File: config.mk
export PLATFORM = sky130hd
export DESIGN_NAME = rom_load_ctrl
export DESIGN_NICKNAME = d
export VERILOG_FILES = /design/src/rtl/rom_load_ctrl.sv
export SDC_FILE = /design/constraint.sdc
export NUM_CORES = 1
export LEC_CHECK = 0
export ABC_AREA = 1
export BUFFER_PORTS_ARGS = -buffer_cell sky130_fd_sc_hd__buf_2
export CAP_MARGIN = 20
export CORE_UTILIZATION = 45
export CTS_BUF_LIST = sky130_fd_sc_hd__clkbuf_4
export CTS_CLUSTER_DIAMETER = 40
export DETAILED_ROUTE_END_ITERATION = 7
export MAX_ROUTING_LAYER = met4
export PLACE_DENSITY = 0.71
export REMOVE_ABC_BUFFERS = 1
export SLEW_MARGIN = 15
export SYNTH_ARGS = -nofsm -noshare
export SYNTH_HDL_FRONTEND = slang
export SYNTH_SLANG_ARGS = --single-unit
File: constraint.sdc
create_clock -name clk_sys -period 2.5 [get_ports clk_sys]
set_input_delay 0.5 -clock clk_sys [delete_from_list [all_inputs] [get_ports clk_sys]]
set_output_delay 0.5 -clock clk_sys [all_outputs]
set_load 0.005 [all_outputs]
File: src/rtl/rom_load_ctrl.sv
// ROM download controller: forwards HPS ioctl bytes to the core's ROM port,
// validates the image size and sequences the core reset around the load.
module rom_load_ctrl #(
    parameter logic [16:0] ROM_SIZE = 17'd24576,
    parameter int          HOLD_CYC = 16
) (
    input  logic        clk_sys,
    input  logic        reset_n,
    input  logic        ioctl_download,
    input  logic        ioctl_wr,
    input  logic [24:0] ioctl_addr,
    input  logic [7:0]  ioctl_dout,
    input  logic        user_reset,
    output logic [15:0] dn_addr,
    output logic [7:0]  dn_data,
    output logic        dn_wr,
    output logic        core_reset,
    output logic        load_done,
    output logic        load_err,
    output logic [16:0] byte_cnt
);

    localparam int                HOLD_W    = (HOLD_CYC > 1) ? $clog2(HOLD_CYC + 1) : 1;
    localparam logic [HOLD_W-1:0] HOLD_LOAD = HOLD_W'((HOLD_CYC > 0) ? HOLD_CYC - 1 : 0);

    typedef enum logic [1:0] {WAIT, LOAD, HOLD, RUN} state_t;

    state_t            state_q, state_d;
    logic              download_p1;
    logic              dl_armed;
    logic              overflow;
    logic [HOLD_W-1:0] hold_cnt;

    logic dl_rise, dl_fall, in_range, accept, over_wr;
    logic hold_reload, load_ok, load_bad;

    function automatic logic [16:0] sat_inc(input logic [16:0] v);
        return (v == 17'h1FFFF) ? v : v + 17'd1;
    endfunction

    // Edge detection is disarmed for the first cycle after reset so that a
    // download already in progress at reset release is not mistaken for a new one.
    assign dl_rise  = dl_armed && ioctl_download && !download_p1;
    assign dl_fall  = dl_armed && !ioctl_download && download_p1;
    assign in_range = ioctl_addr < {8'd0, ROM_SIZE};
    assign accept   = (state_q == LOAD) && ioctl_wr && ioctl_download && in_range;
    assign over_wr  = (state_q == LOAD) && ioctl_wr && ioctl_download && !in_range;

    always_comb begin
        state_d     = state_q;
        hold_reload = 1'b0;
        load_ok     = 1'b0;
        load_bad    = 1'b0;
        if (dl_rise) begin
            state_d = LOAD;
        end else begin
            case (state_q)
                WAIT: state_d = WAIT;
                LOAD: begin
                    if (dl_fall) begin
                        if ((byte_cnt == ROM_SIZE) && !overflow) begin
                            state_d     = HOLD;
                            hold_reload = 1'b1;
                            load_ok     = 1'b1;
                        end else begin
                            state_d  = WAIT;
                            load_bad = 1'b1;
                        end
                    end
                end
                HOLD: begin
                    if (user_reset) begin
                        hold_reload = 1'b1;
                    end else if (hold_cnt == '0) begin
                        state_d = RUN;
                    end
                end
                RUN: begin
                    if (user_reset) begin
                        state_d     = HOLD;
                        hold_reload = 1'b1;
                    end
                end
                default: state_d = WAIT;
            endcase
        end
    end

    always_ff @(posedge clk_sys or negedge reset_n) begin
        if (!reset_n) begin
            state_q     <= WAIT;
            download_p1 <= 1'b0;
            dl_armed    <= 1'b0;
            core_reset  <= 1'b1;
            hold_cnt    <= '0;
        end else begin
            state_q     <= state_d;
            download_p1 <= ioctl_download;
            dl_armed    <= 1'b1;
            core_reset  <= (state_d != RUN);
            if (hold_reload) begin
                hold_cnt <= HOLD_LOAD;
            end else if ((state_q == HOLD) && (hold_cnt != '0)) begin
                hold_cnt <= hold_cnt - HOLD_W'(1);
            end
        end
    end

    // Load bookkeeping: cleared together when a new download starts.
    always_ff @(posedge clk_sys or negedge reset_n) begin
        if (!reset_n) begin
            byte_cnt  <= '0;
            load_done <= 1'b0;
            load_err  <= 1'b0;
            overflow  <= 1'b0;
        end else if (dl_rise) begin
            byte_cnt  <= '0;
            load_done <= 1'b0;
            load_err  <= 1'b0;
            overflow  <= 1'b0;
        end else begin
            if (accept)   byte_cnt  <= sat_inc(byte_cnt);
            if (over_wr)  overflow  <= 1'b1;
            if (load_ok)  load_done <= 1'b1;
            if (load_bad) load_err  <= 1'b1;
        end
    end

    // ROM write port: one-cycle registered copy of each accepted byte.
    always_ff @(posedge clk_sys or negedge reset_n) begin
        if (!reset_n) begin
            dn_wr   <= 1'b0;
            dn_addr <= '0;
            dn_data <= '0;
        end else begin
            dn_wr <= accept;
            if (accept) begin
                dn_addr <= ioctl_addr[15:0];
                dn_data <= ioctl_dout;
            end
        end
    end

endmodule

==> flow_summary.json, run 1 <==
{
  "post-route-period-util_pct": 85.8,
  "synthTopCellsByArea": "dfrtp_1 49%, nand2_1 21%, nor2_1 5.3%",
  "cts-htree-levels": 2,
  "grt_start_max_net_pins": 56,
  "grt_first_pass_wirelength_mm": 10.1,
  "post-route-util_pct": 55.7,
  "die_w_microns": 80.3,
  "synth_area_sq_um": 2760,
  "portBuffers": 82,
  "drive_gt1_share_pct": 24.3,
  "first_global_vias": 2241,
  "r2r_setup_slack_ns": 0.35,
  "area_growth_pct": 19.5,
  "wl_mm": 6.17,
  "cts_resized": 0,
  "end_kind": "flip-flop",
  "ys_ff_latch": 55,
  "root_buffer": "clkbuf_4",
  "power_density_nw_per_um2": 454,
  "postCtsSetupBuffers": 0,
  "ys.warnings.count": 0,
  "synth_most_common_cell": "nand2_1",
  "rsz0062_at_grt": "false",
  "finalMaxSlewViolations": 0,
  "p_leak_nw": 1.87,
  "yosys.area.top_type": "dfrtp_1",
  "startpoint": "byte_cnt[1]",
  "fmax_mhz": 466,
  "core-area_sq_um": 5920,
  "hold_class": "in2async",
  "wl_per_cell_microns": 12.0,
  "diodes": 0,
  "clock_latency_ns": 0.37,
  "finalClockSkew_ns": 0.0142,
  "crit_path_end": "byte_cnt[5]",
  "via_count": 2545,
  "ir_worst_vdd_uv": 220,
  "die_h_microns": 80.3,
  "reg2reg_from": "byte_cnt[1]",
  "fin_tns_setup_ns": 0,
  "min_period_ns": 2.15,
  "ant_nets": 0,
  "syn_inst": 355,
  "max_cap_violations": 0,
  "ctsHoldBuffers": 0,
  "synth.avg_cell_area_sq_um": 7.78,
  "overflow": 0,
  "finalNetCount": 482,
  "tritoncts": "built",
  "worstReg2RegEnd": "byte_cnt[5]",
  "setup_viol": 0,
  "yosysTopAreaCellShare_pct": 48.9,
  "arrival_ns": 2.46,
  "critPathKind": "reg2reg",
  "ios": 83,
  "critical_path.startpoint_type": "flip-flop",
  "hold_viol": 0,
  "gp_congestion": 0.855,
  "ys_types": 30,
  "cts_num_sinks": 55,
  "grt_usage_pct": 21.0,
  "synthArstFlopShare_pct": 100,
  "first_pass_iters": 4,
  "synth_ff_type": "dfrtp_1",
  "via_per_inst": 4.94,
  "ys_seq_area_share_pct": 49.9,
  "synth_commonest_cells": "151 x nand2_1, 54 x dfrtp_1, 39 x nor2_1, 24 x nand3_1, 21 x inv_1",
  "place_hpwl_mm": 4.56,
  "cts_buffers": 5,
  "die-area_sq_um": 6450,
  "outcome": "completed",
  "clkTransAtPathRegs_ns": 0.15,
  "rows": 28,
  "reg2regPathDepth": 12,
  "drc": 0,
  "clockBufferDepth": 2,
  "drt_iter0_drc": 90,
  "antenna_found_initial": 0,
  "synth_edf_count": 0,
  "cp.required_ns": 2.82,
  "start_util_pct": 46.6,
  "cp_max_fo": 15,
  "nFillCells": 579
}
[worst min-delay path by stage]
stage	endpoint	cells after the start
final	dn_addr[0]	2
after detailed placement	dn_addr[15]	2
after floorplan	byte_cnt[0]	0
after global placement	dn_addr[15]	2
after CTS	hold_cnt[1]	2
after global routing	dn_addr[0]	2
[sequential cells by signal, summed over array words and instances (netlist names), 2 cells and up]
signal    flops
byte_cnt     17
dn_addr      16
state_q       2
hold_cnt      5
dn_data       8
[worst max-delay path, stage by stage (launching register included)]
cell	delay, ns
dfrtp_1	0.45
ha_2	0.27
nand3_1	0.15
nor2_1	0.15
nand4_1	0.09
nor4_1	0.21
ha_1	0.22
inv_1	0.04
nand4_1	0.09
nand2_2	0.08
clkinv_2	0.19
nand2_1	0.08
nand2_1	0.07
[cell usage in the layout (no fill, tap or decap), types with 3 or more instances in the layout]
cell type / count
a21oi_1: 5
buf_2: 82
clkbuf_4: 5
dfrtp_1: 54
ha_1: 4
inv_1: 21
inv_2: 3
nand2_1: 151
nand3_1: 24
nand4_1: 19
nor2_1: 39
o21ai_0: 3
or2_2: 3
xor2_1: 3
[metal layers]
| layer | vias up | track usage (%) | wire length (microns) |
|---|---|---|---|
| li1 | 1291 | - | - |
| met1 | 1168 | 27.1 | 2900 |
| met2 | 80 | 33.4 | 2870 |
| met3 | 6 | 3.18 | 327 |
| met4 | 0 | 8.21 | 67 |
| met5 | - | - | 0 |
[cells by family (layout without fill, tap and decap cells)]
kind of cell	count (synthesis)	in the layout	synth area share, %
DFF	55	55	49.9
buffers and inverters	33	118	5.44
AOI/OAI and AO/OA	11	11	2.27
adders and majority gates	5	5	2.27
other	1	1	0.136
xor gates and xnor gates	4	4	1.27
and+or+nand+nor	246	246	38.7
[power breakdown]
| part | leakage [nW] | internal (mW) | switching (mW) |
|---|---|---|---|
| Sequential | 0.740 | 0.930 | 0.0246 |
| Combinational | 1.11 | 0.0713 | 0.106 |
| Clock | 0.0263 | 0.104 | 0.263 |
[area by class of cell]
class	instances	area [sq um]	area share, %
Multi-Input combinational cell	267	1240	37.5
Tap cell	75	93.8	2.84
Timing Repair Buffer	85	445	13.5
Clock buffer	5	37.5	1.14
Sequential cell	55	1380	41.7
Inverter	25	95.1	2.88
Clock inverter	3	15.0	0.455
[metrics by stage]
stage / instances / instance area, sq um / hold slack (ns) / power [mW] / worst slack (ns)
floorplan: 347 / 2710 / 0.204 / 1.07 / 0.468
global placement: 507 / 3240 / 0.445 / 1.14 / 0.398
detailed placement: 507 / 3240 / 0.452 / 1.15 / 0.282
CTS: 515 / 3300 / 0.102 / 1.52 / 0.246
global route: 515 / 3300 / 0.0975 / 1.59 / 0.0665
finish: 515 / 3300 / 0.110 / 1.50 / 0.355
(Power assumes the default switching activity.)
==> inputs of run 2 (changes only) <==
- CORE_ASPECT_RATIO: unset -> 0.7
==> flow_summary.json, run 2 (synthesized netlist as in run 1, its figures left out) <==
{
  "outcome": "completed",
  "power_density_nw_per_um2": 510,
  "max_flop_register": "byte_cnt",
  "clock_latency_ns": 0.36,
  "seqCellArea_sq_um": 1380,
  "ios": 83,
  "grt_first_pass_wirelength_mm": 10.3,
  "max_slew.worst_pin.slew_ns": 0.642,
  "via_count": 2568,
  "swShare_pct": 22.9,
  "cp_num_buf_inv": 2,
  "drc": 0,
  "met3WireLength_microns": 364,
  "portBuffers": 82,
  "area_growth_pct": 22.1,
  "critical_path.startpoint_type": "flip-flop",
  "hold_viol": 0,
  "fin_tns_setup_ns": 0,
  "critical_path.slowest_cell": "dfrtp_1",
  "largest_register_ff_count": 17,
  "rows": 23,
  "start_util_pct": 47.5,
  "fin_area_sq_um": 3370,
  "first_global_vias": 2186,
  "drt-met1-wl_mm": 3.31,
  "p_leak_nw": 1.91,
  "wl_mm": 6.42,
  "tritoncts": "built",
  "overflow": 0,
  "mostFrequentLayoutCells": "151 x nand2_1, 82 x buf_2, 54 x dfrtp_1, 39 x nor2_1, 24 x nand3_1",
  "die-area_sq_um": 6460,
  "clkTransAtPathRegs_ns": 0.15,
  "antenna_found_initial": 0,
  "cts-htree-levels": 2,
  "finalMaxSlewViolations": 0,
  "gp_congestion": 0.856,
  "die_w_microns": 95.6,
  "top_regs": "byte_cnt (17), dn_addr (16), dn_data (8)",
  "dpl_cell_area_sq_um": 3250,
  "cts_num_sinks": 55,
  "ir_worst_vdd_uv": 251,
  "die_h_microns": 67.5,
  "final_common_cell": "nand2_1",
  "nFillCells": 555,
  "arrival_ns": 2.56,
  "grt_usage_pct": 21.2,
  "power.internal_mw": 1.33,
  "fmax_mhz": 442,
  "path_delay_family": "simple AND/OR/NAND/NOR gates",
  "critPathKind": "reg2reg",
  "dr.max_layer_used": "met4",
  "grt_start_max_net_pins": 29,
  "ant_nets": 0,
  "clockBufferDepth": 2,
  "pwr-share-clk_pct": 34.1,
  "drive_gt1_share_pct": 25.4,
  "finalNetCount": 483,
  "combPwrFrac_pct": 10.4,
  "share_seq_of_total_power_pct": 55.5,
  "met2WireLength_mm": 2.71,
  "postCtsSetupBuffers": 0,
  "relSlewSlack_pct": 57.2,
  "via_per_inst": 4.98,
  "place_hpwl_mm": 4.85,
  "drt_iter0_drc": 198,
  "max_cap_violations": 0,
  "cp_max_fo": 15,
  "hold_class": "in2async",
  "cp.required_ns": 2.80,
  "multiInputGateArea_sq_um": 1240,
  "first_pass_iters": 4,
  "post-route-period-util_pct": 90.6,
  "finalClockSkew_ns": 0.0122,
  "rsz0062_at_grt": "false",
  "root_buffer": "clkbuf_4",
  "diodes": 0,
  "slowest_delay_ns": 0.46,
  "wl_per_cell_microns": 12.4,
  "min_period_ns": 2.26,
  "end_kind": "flip-flop",
  "p_sw_uw": 394,
  "crit_chain": "ha_2 -> nand3_1 -> nor2_1 -> nand4_1 -> nor4_2 -> ha_2 -> inv_1 -> nand4_1 -> nand2_2 -> inv_4 -> nand2_1 -> nand2_1",
  "setup_viol": 0,
  "cts_buffers": 5,
  "core-area_sq_um": 5810
}
==> run 2: path summary, 6_finish.rpt <==
kind	start	end	slack, ns	cells after the start
worst min register to register	dn_addr[4]	dn_addr[4]	0.49	2
max in group asynchronous	reset_n	core_reset	1.71	2
worst max-delay path	byte_cnt[1]	byte_cnt[11]	0.24	12
worst min-delay path	reset_n	dn_addr[2]	0.14	1
min in group clk_sys	ioctl_download	download_p1	0.28	1
worst max register to register	byte_cnt[1]	byte_cnt[11]	0.24	12
==> run 2: stage by stage <==
| step | std cells | power (mW) | hold WS, ns | utilization (%) | setup WS, ns |
|---|---|---|---|---|---|
| 5_1_grt | 516 | 1.80 | 0.151 | 58.0 | 0.0479 |
| 4_1_cts | 516 | 1.74 | 0.137 | 57.7 | 0.0236 |
| 6_report | 516 | 1.72 | 0.143 | 58.0 | 0.236 |
| 3_3_place_gp | 508 | 1.14 | 0.446 | 55.9 | 0.257 |
| 3_5_place_dp | 508 | 1.15 | 0.460 | 55.9 | 0.0813 |
| 2_1_floorplan | 347 | 1.07 | 0.204 | - | 0.468 |
==> run 2: final cells by class <==
class,instances,share of cell area (%)
multi-input cells,267,36.9
flip-flops and latches,55,40.9
clock buffers,6,1.34
inverters,25,2.86
well taps,75,2.78
clock inverters,2,1.78
repair buffers,86,13.4
==> run 2: what timing repair did <==
item                                    CTS  global route
endpoints found under the hold margin     0             0
endpoints found under the setup margin    0            15
gates resized for setup                   0             5
hold buffers                              0             0
==> run 2: worst reg2reg max path, stage by stage, from the launching register on <==
cell and delay (ns):
dfrtp_1 0.46, ha_2 0.27, nand3_1 0.16, nor2_1 0.16, nand4_1 0.11, nor4_2 0.18
ha_2 0.28, inv_1 0.05, nand4_1 0.10, nand2_2 0.11, inv_4 0.18, nand2_1 0.07
nand2_1 0.07
==> run 2: power by group through the flow <==
stage	clock, mW	sequential (mW)	combinational [mW]
detailed placement	0	0.971	0.182
CTS	0.603	0.955	0.182
finish	0.586	0.954	0.180
global route	0.635	0.962	0.208
global placement	0	0.970	0.171
floorplan	0	0.968	0.0987
==> run 2: metal layers <==
metal  track usage [%]  vias up
li1                  -     1297
met1              31.9     1204
met2              29.6       61
met3              4.28        6
met4              3.73        0
met5                 -        -
